### config.mk
export PLATFORM = sky130hd
export DESIGN_NAME = inst_fetch_unit
export DESIGN_NICKNAME = d
export VERILOG_FILES = /design/src/rtl/inst_fetch_unit.sv
export SDC_FILE = /design/constraint.sdc
export NUM_CORES = 1
export LEC_CHECK = 0
export BUFFER_PORTS_ARGS = -buffer_cell sky130_fd_sc_hd__buf_2
export CAP_MARGIN = 0
export CORE_MARGIN = 4
export CORE_UTILIZATION = 45
export CTS_CLUSTER_SIZE = 12
export DETAILED_ROUTE_END_ITERATION = 12
export PLACE_DENSITY = 0.78
export SLEW_MARGIN = 10
export SYNTH_ARGS = -nofsm -noshare
export SYNTH_HDL_FRONTEND = slang
export SYNTH_SLANG_ARGS = --single-unit
### constraint.sdc
create_clock -name clk -period 17 [get_ports clk]
set_input_delay 3.4 -clock clk [delete_from_list [all_inputs] [get_ports clk]]
set_output_delay 3.4 -clock clk [all_outputs]
set_load 0.005 [all_outputs]
### src/rtl/inst_fetch_unit.sv
// inst_fetch_unit: PC owner that fetches 64-bit groups from the I-cache and
// splits each response into up to two instructions for the instruction buffer.
module inst_fetch_unit #(
  parameter logic [31:0] RESET_PC = 32'h1c000000
) (
  input  logic        clk,
  input  logic        rst,
  input  logic        flush,
  input  logic [31:0] new_pc_i,
  input  logic        stall_i,
  output logic        icache_req_o,
  output logic [31:0] icache_addr_o,
  input  logic        icache_req_ready_i,
  input  logic        icache_rvalid_i,
  input  logic [63:0] icache_rdata_i,
  output logic [31:0] inst_1_o,
  output logic [31:0] inst_2_o,
  output logic [31:0] pc_1_o,
  output logic [31:0] pc_2_o,
  output logic        is_inst1_valid,
  output logic        is_inst2_valid,
  output logic        fetch_inst_1_en,
  output logic        fetch_inst_2_en
);
  typedef enum logic [2:0] {IDLE, REQ, WAIT, HOLD, DROP} state_t;
  state_t      state_q;
  logic [31:0] pc_q, inst_1_q, inst_2_q, pc_1_q, pc_2_q;
  logic [63:0] hold_q, grp;
  logic        v1_q, v2_q, emit, al, go_drop;
  assign icache_req_o    = state_q == REQ;
  assign icache_addr_o   = {pc_q[31:3], 3'b000};
  assign grp             = state_q == HOLD ? hold_q : icache_rdata_i;
  assign al              = !pc_q[2];
  assign emit            = !flush && !stall_i && ((state_q == WAIT && icache_rvalid_i) || state_q == HOLD);
  // a flush with a response still in flight must swallow that stale response
  assign go_drop         = (state_q == REQ && icache_req_ready_i) ||
                           ((state_q == WAIT || state_q == DROP) && !icache_rvalid_i);
  assign inst_1_o        = inst_1_q;
  assign inst_2_o        = inst_2_q;
  assign pc_1_o          = pc_1_q;
  assign pc_2_o          = pc_2_q;
  assign is_inst1_valid  = v1_q;
  assign is_inst2_valid  = v2_q;
  assign fetch_inst_1_en = v1_q;
  assign fetch_inst_2_en = v2_q;
  always_ff @(posedge clk or posedge rst) begin
    if (rst) begin
      state_q  <= IDLE;
      pc_q     <= RESET_PC;
      hold_q   <= '0;
      inst_1_q <= '0;
      inst_2_q <= '0;
      pc_1_q   <= '0;
      pc_2_q   <= '0;
      v1_q     <= 1'b0;
      v2_q     <= 1'b0;
    end else begin
      v1_q <= emit;
      v2_q <= emit && al;
      if (emit) begin
        inst_1_q <= al ? grp[31:0] : grp[63:32];
        inst_2_q <= al ? grp[63:32] : '0;
        pc_1_q   <= pc_q;
        pc_2_q   <= al ? pc_q + 32'd4 : '0;
        pc_q     <= pc_q + (al ? 32'd8 : 32'd4);
      end
      if (flush) begin
        pc_q    <= {new_pc_i[31:2], 2'b00};
        state_q <= go_drop ? DROP : REQ;
      end else begin
        case (state_q)
          IDLE: state_q <= REQ;
          REQ:  state_q <= icache_req_ready_i ? WAIT : REQ;
          WAIT: begin
            if (icache_rvalid_i) begin
              hold_q  <= icache_rdata_i;
              state_q <= stall_i ? HOLD : REQ;
            end
          end
          HOLD: state_q <= stall_i ? HOLD : REQ;
          DROP: state_q <= icache_rvalid_i ? REQ : DROP;
          default: state_q <= IDLE;
        endcase
      end
    end
  end
endmodule

Word level (Yosys, flattened, before mapping)
Cells that the tools add are included.
{"block": "totals", "elab_cells": 47, "ramBits": 0, "mem_count": 0, "latch_bits": 0, "input_bits": 102, "register_bits": 229, "romBits": 0, "output_inout_bits": 165}
{"block": "op_classes", "n_reduce_logical": 16, "addsub": 2, "n_div": 0, "eq_ne": 5, "mux": 14, "n_shift": 0, "order_cmp": 0, "n_mul": 0, "bitwise_logic": 1}
{"op": "32-bit 2-to-1 mux", "count": 5}
{"op": "64-bit 2-to-1 mux", "count": 1}
{"op": "32-bit by 3-bit adder with 32-bit output, second input constant", "count": 1}
{"op": "32-bit by 4-bit adder with 32-bit output", "count": 1}
{"op": "3-bit case mux with 5 select lines", "count": 1}
{"op": "3-bit 2-to-1 mux", "count": 4}
{"op": "3-bit by 2-bit == test with 1-bit output, second input constant", "count": 2}
{"op": "1-bit logical AND", "count": 6}
{"op": "1-bit logical NOT", "count": 4}
{"op": "2-bit 2-to-1 mux", "count": 2}
{"op": "4-bit 2-to-1 mux", "count": 1}
{"op": "3-bit by 1-bit == test with 1-bit output, second input constant", "count": 1}
{"op": "3-bit == test, second input constant", "count": 1}
{"op": "3-bit logical NOT", "count": 1}
{"op": "1-bit logical OR", "count": 3}
{"op": "3-bit != test, second input constant", "count": 1}
{"op": "3-bit AND reduction", "count": 1}
{"op": "2-bit nonzero test", "count": 1}
{"op": "1-bit NOT", "count": 1}

Longest topological paths before layout
{"block": "logic_depth", "depth_word": 6, "mapped_depth": 9, "ltp_nobuf": 7}

Worst setup path before layout
No wires, ideal clock.
{"block": "synth_path", "path_type": "input -> register", "start": "input port flush", "end": "register pc_q[25]", "cell_stages": 5, "path_buffers": 0, "t_arrival_ns": 4.829, "path_slack_ns": 12.071, "required_ns": 16.899, "setup_ns": 0.101, "path_cell_list": "or4_4 -> clkinv_2 -> nand2_2 -> or4_4 -> o311ai_2"}
{"block": "synth_between", "elab_chain_cells": 4, "elab_cells_between_ends": 5, "classes_between": "mux (1); reduce/logical (4)"}
{"item": "start: declaration", "line_no": "8", "rtl": "input logic flush,"}
{"item": "1-bit logical NOT", "line_no": "34", "rtl": "assign emit = !flush && !stall_i && ((state_q == WAIT && icache_rvalid_i) || state_q == HOLD);"}
{"item": "1-bit logical AND (2 in series)", "line_no": "34"}
{"item": "2-bit nonzero test (no line)"}
{"item": "end signal: assignment", "line_no": "65", "rtl": "pc_q <= pc_q + (al ? 32'd8 : 32'd4);"}
{"item": "end signal: assignment", "line_no": "68", "rtl": "pc_q <= {new_pc_i[31:2], 2'b00};"}
{"item": "end: declaration", "line_no": "27", "rtl": "logic [31:0] pc_q, inst_1_q, inst_2_q, pc_1_q, pc_2_q;"}
Parallel ways exist; a longest one is shown, timed or not.
A chain may end at the register's enable or synchronous reset.

Worst setup path in the final report
{"block": "layout_path", "start": "input port flush", "end": "register inst_2_q[21], in the netlist inst_2_o[21]"}
{"block": "layout_between", "elab_chain_cells": 3}
{"item": "1-bit logical NOT", "line_no": "34"}
{"item": "1-bit logical AND (2 in series)", "line_no": "34"}
{"item": "end signal: assignment", "line_no": "62", "rtl": "inst_2_q <= al ? grp[63:32] : '0;"}
{"item": "end: declaration", "line_no": "27"}
No other way between the ends.

==> results.sh <==
export IMPL_outcome="finished clean"
export IMPL_p_leak_nw=6.33
export IMPL_synth_xor_area_share_pct=1.42
export IMPL_place_congestion=0.838
export IMPL_switching_share_pct=30.8
export IMPL_synth_compound_area_share_pct=9.98
export IMPL_timing_final_ws_setup_ns=10.67
export IMPL_synth_top_family_by_area="simple AND/OR/NAND/NOR gates"
export IMPL_ys_flop_type="dfrtp_1"
export IMPL_ys_warnings_count=0
export IMPL_whs_ns=0.469
export IMPL_combPwrFrac_pct=26.4
export IMPL_cap_violations=0
export IMPL_ctsRootBufferMaster="clkbuf_16"
export IMPL_diodes=0
export IMPL_grt_pass1_wl_um=44800
export IMPL_grt_setup_unrepaired="no"
export IMPL_ys_ff_latch=224
export IMPL_maxSlewViolCount=0
export IMPL_seqCellArea_mm2=0.00561
export IMPL_nets=1331
export IMPL_synth_simple_area_share_pct=15.5
export IMPL_cp_start_kind="input port"
export IMPL_initial_utilization_pct=45.9
export IMPL_synthCells=1032
export IMPL_synthMuxAreaShare_pct=13.4
export IMPL_cp_data_required_time_ns=17.37
export IMPL_r2r_start="pc_q[2]"
export IMPL_postCtsHoldBufs=0
export IMPL_fin_crit_ns=6.33
export IMPL_drc=0
export IMPL_power_frac_seq_pct=46.2
export IMPL_via_per_inst=5.35
export IMPL_synth_fa_ha_area_share_pct=0.598
export IMPL_grt_max_degree=118
export IMPL_critPathMaxFanout=75
export IMPL_port_buffers=259
export IMPL_worstPathCellList="buf_2, buf_4, or4_4, buf_4, clkinv_2, nand2_1, buf_4, o21ai_0"
export IMPL_path_clk_slew_ns=0.06
export IMPL_switching_power_w=0.000572
export IMPL_p_int_w=0.00129
export IMPL_clockBufferDepth=3
export IMPL_post_cts_resized=0
export IMPL_vias=8291
export IMPL_fill_cells=1986
export IMPL_globalRouteOverflowTotal=0
export IMPL_io_pins=267
export IMPL_end_kind="flip-flop"
export IMPL_ir_worst_vdd_v=0.000106
export IMPL_grt_util_met2_pct=35.0
export IMPL_holdPathStages=2
export IMPL_drtIter0Drc=554
export IMPL_wl_per_cell_um=17.8
export IMPL_r2r_end="pc_q[15]"
export IMPL_drive_gt1_share_pct=33.4
export IMPL_synth_cell_types=50
export IMPL_cp_common_cell="buf_4"
export IMPL_holdCritPathClass="reg -> reg"
export IMPL_tightest_slew_ns=1.11
export IMPL_htree_levels=1
export IMPL_rrSetupSlack_ns=12.59
export IMPL_grtUsageMet3_pct=6.31
export IMPL_tns_ns=0
export IMPL_synthArstFlopShare_pct=100
export IMPL_worstHoldEndpoint="pc_1_o[4]"
export IMPL_avgSynthCellArea_um2=10.1
export IMPL_cts_sinks=224
export IMPL_top_usage_layer="met2"
export IMPL_numCtsBuffers=24
export IMPL_power_density_mw_per_mm2=149
export IMPL_crit_arrival_ns=6.70
export IMPL_dieArea_mm2=0.0257
export IMPL_clock_skew_ns=0.0161
export IMPL_critPathTopFamily="buffers and inverters"
export IMPL_finalNonFillerCells=1551
export IMPL_cts_tree="done"
export IMPL_insertion_delay_ns=0.52
export IMPL_routed_wl_um=27600
export IMPL_pre_cts_ws_ns=10.16
export IMPL_synth_edf_count=0
export IMPL_min_from="pc_1_o[4]"
export IMPL_timing_final_crit_share_pct=37.2
export IMPL_die_y_um=160
export IMPL_core_area_mm2=0.0228
export IMPL_area_delta_synth_final_pct=19.1
export IMPL_setup_viol_count_final=0
export IMPL_grt_usage_pct=21.0
export IMPL_post_cts_buffers=0
export IMPL_row_count=55
export IMPL_grt_pass1_vias=8505
export IMPL_path_class="in -> reg"
export IMPL_finalHoldViolations=0
export IMPL_yosysSeqAreaShare_pct=53.6
export IMPL_dr_pass1_iters=5
export IMPL_die_w_um=160
export IMPL_dp_hpwl_um=18600
export IMPL_multi_input_area_mm2=0.00430
export IMPL_netlist_area_mm2=0.0105
export IMPL_relSlewSlack_pct=25.9
export IMPL_cp_num_buf_inv=5
export IMPL_dp_cells=1511
export IMPL_clkPwrFrac_pct=27.5
export IMPL_ant_nets=0
export IMPL_reg2regPathDepth=8
export IMPL_fmax_ghz=0.158
export IMPL_worst_path_largest_cell_delay_ns=0.76
export IMPL_grt_use_met1_pct=26.6
export IMPL_antenna_found_initial=3
export IMPL_cp_slowest_cell="clkinv_2"
## registers in the layout, summed over array words and instances, names as in the netlist
name and cells:
hold_q 64, inst_1_o 32, inst_2_o 32, pc_2_o 31
pc_1_o 30, pc_q 30, state_q 3, fetch_inst_1_en 1
fetch_inst_2_en 1
## final cells by class
type,count,share of cell area (%)
clock buffer,36,5.75
clock inverter,4,0.452
inverter,6,0.251
multi-input combinational,701,34.5
sequential,224,45.0
tap,313,3.14
timing repair buffer,267,10.9
## worst max path at each step
stage,start,to,depth (start not counted)
2_1_floorplan,rst,fetch_inst_1_en,1
3_3_place_gp,flush,inst_2_o[23],8
3_5_place_dp,flush,inst_2_o[8],8
4_1_cts,flush,inst_2_o[28],8
5_1_grt,flush,inst_2_o[11],8
6_report,flush,inst_2_o[21],8
## cell families (layout without fill, tap and decap cells)
logic type                 count (synthesis)  in the layout
buffers and inverters                    111            313
and+or+nand+nor                          373            373
muxes                                    128            128
AOI/OAI and AO/OA                        173            173
other                                      1              5
adders and majority gates                  5              5
DFF                                      224            224
xor gates and xnor gates                  17             17
## power groups by stage
stage          logic, W  clock network, W  registers, W
2_1_floorplan  0.000277                 0      0.000853
3_3_place_gp   0.000480                 0      0.000852
3_5_place_dp   0.000500                 0      0.000864
4_1_cts        0.000501          0.000521      0.000859
5_1_grt        0.000557          0.000547      0.000886
6_report       0.000491          0.000511      0.000859
## metrics by stage
step	power (W)	cell area, um2	utilization, %
after floorplan	0.00113	10500	-
after global placement	0.00133	11700	51.3
after detailed placement	0.00136	11700	51.3
after CTS	0.00188	12500	54.7
after global routing	0.00199	12500	54.7
final	0.00186	12500	54.7
## worst register-to-register path: cells and delay by family (launching register included)
| family | cells | cell delay (ns) |
|---|---|---|
| adder cells (fa/ha/maj) | 1 | 0.61 |
| flip-flops | 1 | 0.33 |
| AO/OA/AOI/OAI | 1 | 0.09 |
| AND/OR/NAND/NOR | 4 | 1.83 |
| buffers and inverters | 2 | 1.46 |
## Yosys cell counts (11+ instances only)
| master | number | area share [%] |
|---|---|---|
| buf_2 | 11 | 0.53 |
| buf_4 | 37 | 2.7 |
| clkbuf_1 | 51 | 1.8 |
| dfrtp_1 | 221 | 53 |
| mux2_2 | 96 | 10 |
| mux2i_1 | 32 | 3.1 |
| nand2_1 | 264 | 9.5 |
| nand3_1 | 20 | 0.96 |
| nand4_1 | 15 | 0.90 |
| nor2_1 | 25 | 0.90 |
| nor3_1 | 12 | 0.57 |
| o211ai_1 | 14 | 1.0 |
| o21ai_0 | 116 | 5.6 |
| o311ai_0 | 11 | 0.92 |
| o31ai_1 | 14 | 1.0 |
| xnor2_1 | 11 | 0.92 |
## placed cells by master (no fill, tap or decap), types with 2 or more instances in the layout
| master | count |
|---|---|
| nand2_1 | 264 |
| nor2b_1 | 2 |
| nor2_1 | 25 |
| a221o_1 | 7 |
| xnor2_1 | 11 |
| dfstp_2 | 3 |
| buf_2 | 259 |
| and2_1 | 10 |
| or4_1 | 2 |
| o211ai_1 | 14 |
| nand3_1 | 20 |
| or4_4 | 2 |
| o311ai_0 | 11 |
| nand4_1 | 15 |
| nor3_1 | 12 |
| clkbuf_1 | 5 |
| inv_1 | 3 |
| clkinv_2 | 3 |
| clkbuf_16 | 24 |
| mux2i_1 | 32 |
| ha_1 | 5 |
| or3_1 | 5 |
| buf_4 | 8 |
| a31o_2 | 2 |
| nor3b_1 | 2 |
| dfrtp_1 | 220 |
| and4_1 | 3 |
| xor2_1 | 6 |
| clkbuf_8 | 7 |
| o21ai_0 | 116 |
| conb_1 | 5 |
| mux2_2 | 96 |
| a21oi_1 | 4 |
| o31ai_1 | 14 |
## layer usage
layer	wire length, um	vias up
li1	-	3896
met1	11300	4034
met2	13300	305
met3	2360	50
met4	639	6
met5	34	-
No activity file was read; power rests on OpenSTA's default activity.
